==> config.mk <==
export PLATFORM = sky130hd
export DESIGN_NAME = gate_test_sequencer
export DESIGN_NICKNAME = d
export VERILOG_FILES = /design/src/rtl/gate_test_pkg.sv /design/src/rtl/settle_timer.sv /design/src/rtl/gate_test_sequencer.sv
export SDC_FILE = /design/constraint.sdc
export NUM_CORES = 1
export LEC_CHECK = 0
export CAP_MARGIN = 20
export CORE_MARGIN = 2
export CORE_UTILIZATION = 48
export CTS_BUF_LIST = sky130_fd_sc_hd__clkbuf_8
export DETAILED_ROUTE_END_ITERATION = 12
export HOLD_SLACK_MARGIN = 0.12
export PLACE_DENSITY = 0.77
export SETUP_SLACK_MARGIN = 0.4
export SLEW_MARGIN = 25
export SYNTH_ARGS = -nofsm -noshare
export SYNTH_HDL_FRONTEND = slang
export SYNTH_SLANG_ARGS = --single-unit
==> constraint.sdc <==
create_clock -name clk -period 1.9 [get_ports clk]
set_clock_uncertainty 0.15 [all_clocks]
set_input_delay 0.285 -clock clk [delete_from_list [all_inputs] [get_ports clk]]
set_output_delay 0.285 -clock clk [all_outputs]
set_load 0.01 [all_outputs]
==> src/rtl/gate_test_pkg.sv <==
// rtl/gate_test_pkg.sv - shared types and truth-table constants for the gate test sequencer
package gate_test_pkg;

  typedef enum logic [2:0] {
    ST_IDLE,
    ST_APPLY,
    ST_SETTLE,
    ST_SAMPLE,
    ST_DONE
  } state_e;

  localparam int NUM_VECTORS = 4;

  // Bit i is the gate output for input vector i = {vin2,vin1}
  localparam logic [NUM_VECTORS-1:0] TT_NOR  = 4'b0001;
  localparam logic [NUM_VECTORS-1:0] TT_NAND = 4'b0111;
  localparam logic [NUM_VECTORS-1:0] TT_AND  = 4'b1000;
  localparam logic [NUM_VECTORS-1:0] TT_OR   = 4'b1110;

endpackage

==> src/rtl/settle_timer.sv <==
// rtl/settle_timer.sv - loadable down-counter; expired_o after N enabled cycles, bypassed when N=0
module settle_timer #(
  parameter int N = 2
) (
  input  logic clk,
  input  logic rst_n,
  input  logic load_i,
  input  logic en_i,
  output logic expired_o
);

  localparam int W = (N < 2) ? 1 : $clog2(N + 1);

  logic [W-1:0] cnt_q, cnt_d;

  always_comb begin
    cnt_d = cnt_q;
    if (load_i) begin
      cnt_d = W'(N);
    end else if (en_i && (cnt_q != '0)) begin
      cnt_d = cnt_q - 1'b1;
    end
  end

  always_ff @(posedge clk or negedge rst_n) begin
    if (!rst_n) begin
      cnt_q <= '0;
    end else begin
      cnt_q <= cnt_d;
    end
  end

  // Expiring on the last count lets the FSM leave SETTLE after exactly N cycles
  assign expired_o = (N == 0) || (cnt_q == W'(1));

endmodule

==> src/rtl/gate_test_sequencer.sv <==
// rtl/gate_test_sequencer.sv - sweeps all four inputs of a 2-input gate and checks vout against a truth table
module gate_test_sequencer
  import gate_test_pkg::*;
#(
  parameter int SETTLE_CYCLES = 2
) (
  input  logic       clk,
  input  logic       rst_n,
  input  logic       start,
  input  logic [3:0] truth,
  input  logic       vout,
  output logic       vin1,
  output logic       vin2,
  output logic       busy,
  output logic       done,
  output logic       pass,
  output logic [2:0] err_count,
  output logic [3:0] fail_map
);

  localparam logic [1:0] LAST_VEC = 2'(NUM_VECTORS - 1);

  state_e     state_q, state_d;
  logic [1:0] vec_q, vec_d;
  logic [1:0] vin_q, vin_d;
  logic [3:0] truth_q, truth_d;
  logic [2:0] err_q, err_d;
  logic [3:0] fail_q, fail_d;
  logic       pass_q, pass_d;
  logic       settle_expired;

  settle_timer #(.N(SETTLE_CYCLES)) u_settle_timer (
    .clk       (clk),
    .rst_n     (rst_n),
    .load_i    (state_q == ST_APPLY),
    .en_i      (state_q == ST_SETTLE),
    .expired_o (settle_expired)
  );

  always_comb begin
    state_d = state_q;
    vec_d   = vec_q;
    vin_d   = vin_q;
    truth_d = truth_q;
    err_d   = err_q;
    fail_d  = fail_q;
    pass_d  = pass_q;
    case (state_q)
      ST_IDLE: begin
        if (start) begin
          truth_d = truth;
          err_d   = '0;
          fail_d  = '0;
          pass_d  = 1'b0;
          vec_d   = '0;
          state_d = ST_APPLY;
        end
      end
      ST_APPLY: begin
        vin_d   = vec_q;
        state_d = (SETTLE_CYCLES == 0) ? ST_SAMPLE : ST_SETTLE;
      end
      ST_SETTLE: begin
        if (settle_expired) state_d = ST_SAMPLE;
      end
      ST_SAMPLE: begin
        if (vout != truth_q[vec_q]) begin
          fail_d[vec_q] = 1'b1;
          err_d         = err_q + 3'd1;
        end
        // pass is resolved here so it is already valid during the done pulse
        if (vec_q == LAST_VEC) begin
          pass_d  = (err_d == 3'd0);
          state_d = ST_DONE;
        end else begin
          vec_d   = vec_q + 2'd1;
          state_d = ST_APPLY;
        end
      end
      ST_DONE: state_d = ST_IDLE;
      default: state_d = ST_IDLE;
    endcase
  end

  always_ff @(posedge clk or negedge rst_n) begin
    if (!rst_n) begin
      state_q <= ST_IDLE;
      vec_q   <= '0;
      vin_q   <= '0;
      truth_q <= '0;
      err_q   <= '0;
      fail_q  <= '0;
      pass_q  <= 1'b0;
    end else begin
      state_q <= state_d;
      vec_q   <= vec_d;
      vin_q   <= vin_d;
      truth_q <= truth_d;
      err_q   <= err_d;
      fail_q  <= fail_d;
      pass_q  <= pass_d;
    end
  end

  assign vin1      = vin_q[0];
  assign vin2      = vin_q[1];
  assign busy      = (state_q != ST_IDLE);
  assign done      = (state_q == ST_DONE);
  assign pass      = pass_q;
  assign err_count = err_q;
  assign fail_map  = fail_q;

endmodule

# ---- After elaboration in Yosys (flattened, before gate mapping)
# Cells that the tools add are included.
dict set report op_classes {
  reduce_logical 14
  shift 0
  mux 23
  order_cmp 2
  bitwise_logic 1
  n_addsub 3
  n_div 0
  eq_ne 12
  multipliers 0
}
# operator count
set ops {}
lappend ops {{3-bit two-way mux} 6}
lappend ops {{3-bit one-hot mux with 4 select lines} 1}
lappend ops {{2-bit != test, second input constant} 5}
lappend ops {{3-bit AND reduction} 3}
lappend ops {{2-bit two-way mux} 4}
lappend ops {{4-bit two-way mux} 2}
lappend ops {{4-bit one-hot mux with 2 select lines} 1}
lappend ops {{3-bit by 2-bit == test with 1-bit output, second input constant} 2}
lappend ops {{3-bit logical NOT} 2}
lappend ops {{3-bit one-hot mux with 2 select lines} 1}
lappend ops {{2-bit AND reduction} 3}
lappend ops {{2-bit nonzero test} 3}
lappend ops {{1-bit two-way mux} 4}
lappend ops {{4-bit OR} 1}
lappend ops {{2-bit one-hot mux with 2 select lines} 1}
lappend ops {{3-bit by 1-bit adder with 3-bit output, second input constant} 1}
lappend ops {{3-bit by 1-bit == test with 1-bit output, second input constant} 1}
lappend ops {{3-bit == test, second input constant} 1}
lappend ops {{2-bit by 3-bit < comparator with 1-bit output, second input constant} 1}
lappend ops {{3-bit nonzero test} 1}
lappend ops {{2-bit by 1-bit adder with 2-bit output, second input constant} 1}
lappend ops {{1-bit binary-select mux with 2-bit select} 1}
lappend ops {{1-bit demux with 2-bit select} 1}
lappend ops {{2-bit by 1-bit == test with 1-bit output, second input constant} 1}
lappend ops {{other kinds (6)} 7}
dict set report totals {
  input_bits 8
  wordCells 63
  memories 0
  register_bits 21
  mem_bits_rw 0
  mem_bits_ro 0
  out_inout_bits 12
  latch_bits 0
}

# ---- Depth between registers and ports, before layout
dict set report depth {
  ltp_word 8
  mapped_depth 6
  ltp_nobuf 6
}

# ---- By module
# A second synthesis with hierarchy kept.
dict set report unflattened {
  cells_unflattened 100
  hier_area_um2 1119.8
}
# mod area_each_um2 cells_per_inst instances seq_area_each_um2
set by_module_without_submodules {}
lappend by_module_without_submodules {gate_test_sequencer 983.4 87 1 475.5}
lappend by_module_without_submodules {settle_timer 136.4 13 1 50.0}

# ---- Worst setup path before layout
# Ideal clock, no wire load.
dict set report synth_path {
  path_kind {register to register}
  start {register vec_q[0]}
  end {register err_q[0], in the netlist err_count[0]}
  setup_slack_ps 3
  stages_incl_launch_ff 5
  synth_period_minus_slack_ps 1897
  required_time_ps 1625
  setup_time_ps 125
  path_buffers 0
  arrival_ps 1623
  cell_sequence {dfrtp_1 -> mux4_2 -> xor2_2 -> o21bai_1 -> mux2_2}
}
dict set report synth_between {
  elab_chain_cells 6
}
# element line_no
set synth_rtl {}
lappend synth_rtl {{start, declared} gate_test_sequencer.sv:24} ;# logic [1:0] vec_q, vec_d;
lappend synth_rtl {{start signal, assigned} gate_test_sequencer.sv:96} ;# vec_q <= vec_d;
lappend synth_rtl {{1-bit binary-select mux with 2-bit select} gate_test_sequencer.sv:67} ;# if (vout != truth_q[vec_q]) begin
lappend synth_rtl {{1-bit two-way mux (not written as such)} gate_test_sequencer.sv:67}
lappend synth_rtl {{1-bit != test} gate_test_sequencer.sv:67}
lappend synth_rtl {{3-bit two-way mux} gate_test_sequencer.sv:67}
lappend synth_rtl {{3-bit two-way mux} gate_test_sequencer.sv:48} ;# case (state_q)
lappend synth_rtl {{3-bit one-hot mux with 2 select lines} gate_test_sequencer.sv:48}
lappend synth_rtl {{end signal, assigned} gate_test_sequencer.sv:99} ;# err_q <= err_d;
lappend synth_rtl {{end, declared} gate_test_sequencer.sv:27} ;# logic [2:0] err_q, err_d;
# No other way between the ends. The select of a mux whose other input is x is not followed.
# A chain may end at the register's enable or synchronous reset.

# ---- Worst setup path in the final report
# Ends and elaborated chain as after synthesis.

==> out/qor.yml <==
ys.flop_type: "dfrtp_1"
yosys.area.top_type: "dfrtp_1"
r2r-end: "err_count[0]"
synthDistinctLibCells: 33
setup_viol: 0
critical_path_arrival_ns: 1.77
crit_type: "flip-flop to flip-flop"
p_clk_share_pct: 11.5
clk_pin_slew_ns: 0.07
dp_cells: 154
io_pins: 20
r2r_start: "vec_q[0]"
design.core.area_um2: 2210
hold_buffers: 0
drive_above_1_share_pct: 37.5
die_area_um2: 2730
n_antenna_cell: 0
endpoint_kind: "flip-flop"
clock_latency_ns: 0.26
cts_buffers: 3
relSlewSlack_pct: 80.7
whs_ns: 0.212
drc: 0
rr_worst_depth: 4
cts_sinks: 21
netlist_area_um2: 1120
fin_tns_setup_ns: 0
cpMaxStageDelayCell: "mux4_2"
rsz0062_at_grt: "true"
seq_area_frac_synth_pct: 47.0
cpLargestDelayFamily: "multiplexers"
fin_ws_ns: 0.127
finalMaxSlewViolations: 0
p_sw_mw: 0.946
cts_buffer_depth: 2
root_buffer: "clkbuf_8"
gr-total-overflow: 0
port_buffers: 19
slowest_delay_ns: 0.56
cp.required_ns: 1.90
syn_avg_cell_area_um2: 10.7
synth_top_area_share_pct: 47.0
grt_max_degree: 22
hpwl_um: 1620
n_fill_cell: 156
switching_share_pct: 38.5
power.leakage_nw: 0.801
fmax_mhz: 564
start_util_pct: 50.6
cp-start-kind: "flip-flop"
instances_no_fill: 172
hp-class: "primary input to async pin"
wl_um: 2580
gp_congestion: 0.737
grt_util_all_layers_pct: 21.7
synth_warnings: 0
area_growth_pct: 46.1
drtPass1Iterations: 6
syn_nets: 120
grt_pass1_vias: 981
synthArstFlopShare_pct: 100
period_needed_ns: 1.77
ant_nets: 0
synth_edf_count: 0
row_count: 17
vias_per_cell: 5.51
crit_fanout: 3
r2r_slack_ns: 0.13
synth_area_leaders: "dfrtp_1 (47%), ha_1 (7.8%), mux2_2 (7.0%)"
post-place-ws_ns: 0.0535
drv_cap: 0
combPwrFrac_pct: 58.4
power.density_nw_per_um2: 1500
internal-power_mw: 1.51
cts_tree: "built"
hold_violations: 0
die_h_um: 52.3
dieWidth_um: 52.3
grt_pass1_wl_um: 4260
fin_crit_sh_pct: 93.3
vias: 948
seq_power_share_pct: 30.1
max_slew.worst_pin.slew_ns: 0.288
first_iter_violations: 9
h-tree-depth: 1
antenna_found_initial: 0
fin_nets: 160
ys_ff_latch: 21
synthCells: 105
cp_cell_sequence: "mux4_2 -> xor2_4 -> and2_4 -> mux2_2"
path_buf_inv: 0
vdd_drop_max_mv: 0.919
wire_per_inst_um: 15.0
status: "finished clean"
-- through the flow --
stage	area (um2)	power (mW)	utilization [%]
3_5_place_dp	1400	1.87	63.1
6_report	1630	2.46	73.9
3_3_place_gp	1400	1.83	63.1
2_1_floorplan	1150	1.49	-
5_1_grt	1630	2.62	73.9
4_1_cts	1580	2.33	71.2
-- power groups by stage --
stage | combinational (mW) | clock, mW | sequential (mW)
2_1_floorplan | 0.729 | 0 | 0.759
3_3_place_gp | 1.08 | 0 | 0.744
3_5_place_dp | 1.12 | 0 | 0.755
4_1_cts | 1.31 | 0.289 | 0.732
5_1_grt | 1.56 | 0.309 | 0.758
6_report | 1.43 | 0.282 | 0.740
-- worst max-delay path by stage --
stage | from | to | slack, ns | cells past startpoint
floorplan | vec_q[0] | err_count[0] | 0.03 | 4
global placement | start | truth_q[1] | 0.1 | 4
detailed placement | start | truth_q[1] | 0.05 | 4
CTS | vec_q[0] | err_count[0] | 0.1 | 4
global route | vec_q[0] | err_count[0] | 0.08 | 4
finish | vec_q[0] | err_count[0] | 0.13 | 4
-- sequential cells by signal, summed over array words and instances (netlist names) --
signal                count
fail_map                  4
truth_q                   4
pass                      1
vec_q                     2
err_count                 3
state_q                   3
u_settle_timer.cnt_q      2
vin_q                     2
-- layer usage --
| metal | global-route usage, % | routed length (um) | vias to the layer above |
|---|---|---|---|
| li1 | - | - | 446 |
| met1 | 23.8 | 1080 | 476 |
| met2 | 39.7 | 1380 | 21 |
| met3 | 5.71 | 92 | 5 |
| met4 | 8.12 | 31 | 0 |
| met5 | 0 | 0 | - |
-- final cells by class --
type                       instances  area [um2]  share of cell area [%]
multi-input combinational         75         671                    41.0
sequential                        21         528                    32.3
timing repair buffer              39         337                    20.6
clock buffer                       3        41.3                    2.53
tap                               28        35.0                    2.14
inverter                           5        18.8                    1.15
clock inverter                     1        3.75                   0.230
-- worst reg2reg max path: cells and delay by family (launching register included) --
family / cells / cell delay (ns)
flops: 1 / 0.37
xor+xnor: 1 / 0.18
simple gates: 1 / 0.15
mux: 2 / 0.81
-- cell usage after synthesis, types with 2 or more instances --
master    number
dfrtp_1       21
nor2_1        15
ha_1           7
mux2_2         7
nand2_1        6
o21ai_0        6
inv_1          5
a31oi_1        4
a21oi_1        3
clkbuf_1       3
nor3b_1        3
nand2b_1       2
nand3_1        2
nor3_1         2
-- what timing repair did --
item	CTS	global route
endpoints found under the setup margin	28	21
gates resized for setup	32	16
pin swaps	10	8
setup buffers	12	2
-- logic make-up after synthesis --
logic type	count (synthesis)	share of synthesized area (%)
AND/OR/NAND/NOR	37	17.9
flip-flops	21	47.0
AO/OA/AOI/OAI	20	11.3
buffers and inverters	9	3.91
multiplexers	8	9.06
adder cells (fa/ha/maj)	7	7.83
XOR/XNOR	3	3.02
-- cell usage in the layout, fill, tap and decap left out, types with 2 or more instances in the layout --
master,count
dfrtp_1,19
buf_2,2
ha_1,6
dlygate4sd2_1,10
clkdlybuf4s50_1,7
mux2_2,3
clkbuf_8,3
buf_6,5
dfrtp_2,2
inv_1,6
buf_4,15
nor2_1,13
a21oi_2,2
a31oi_1,3
nand2_1,5
nor3b_2,2
nor3_1,2
o21ai_1,5
mux2_4,4
Note: power is estimated with default switching activity, not from simulation.
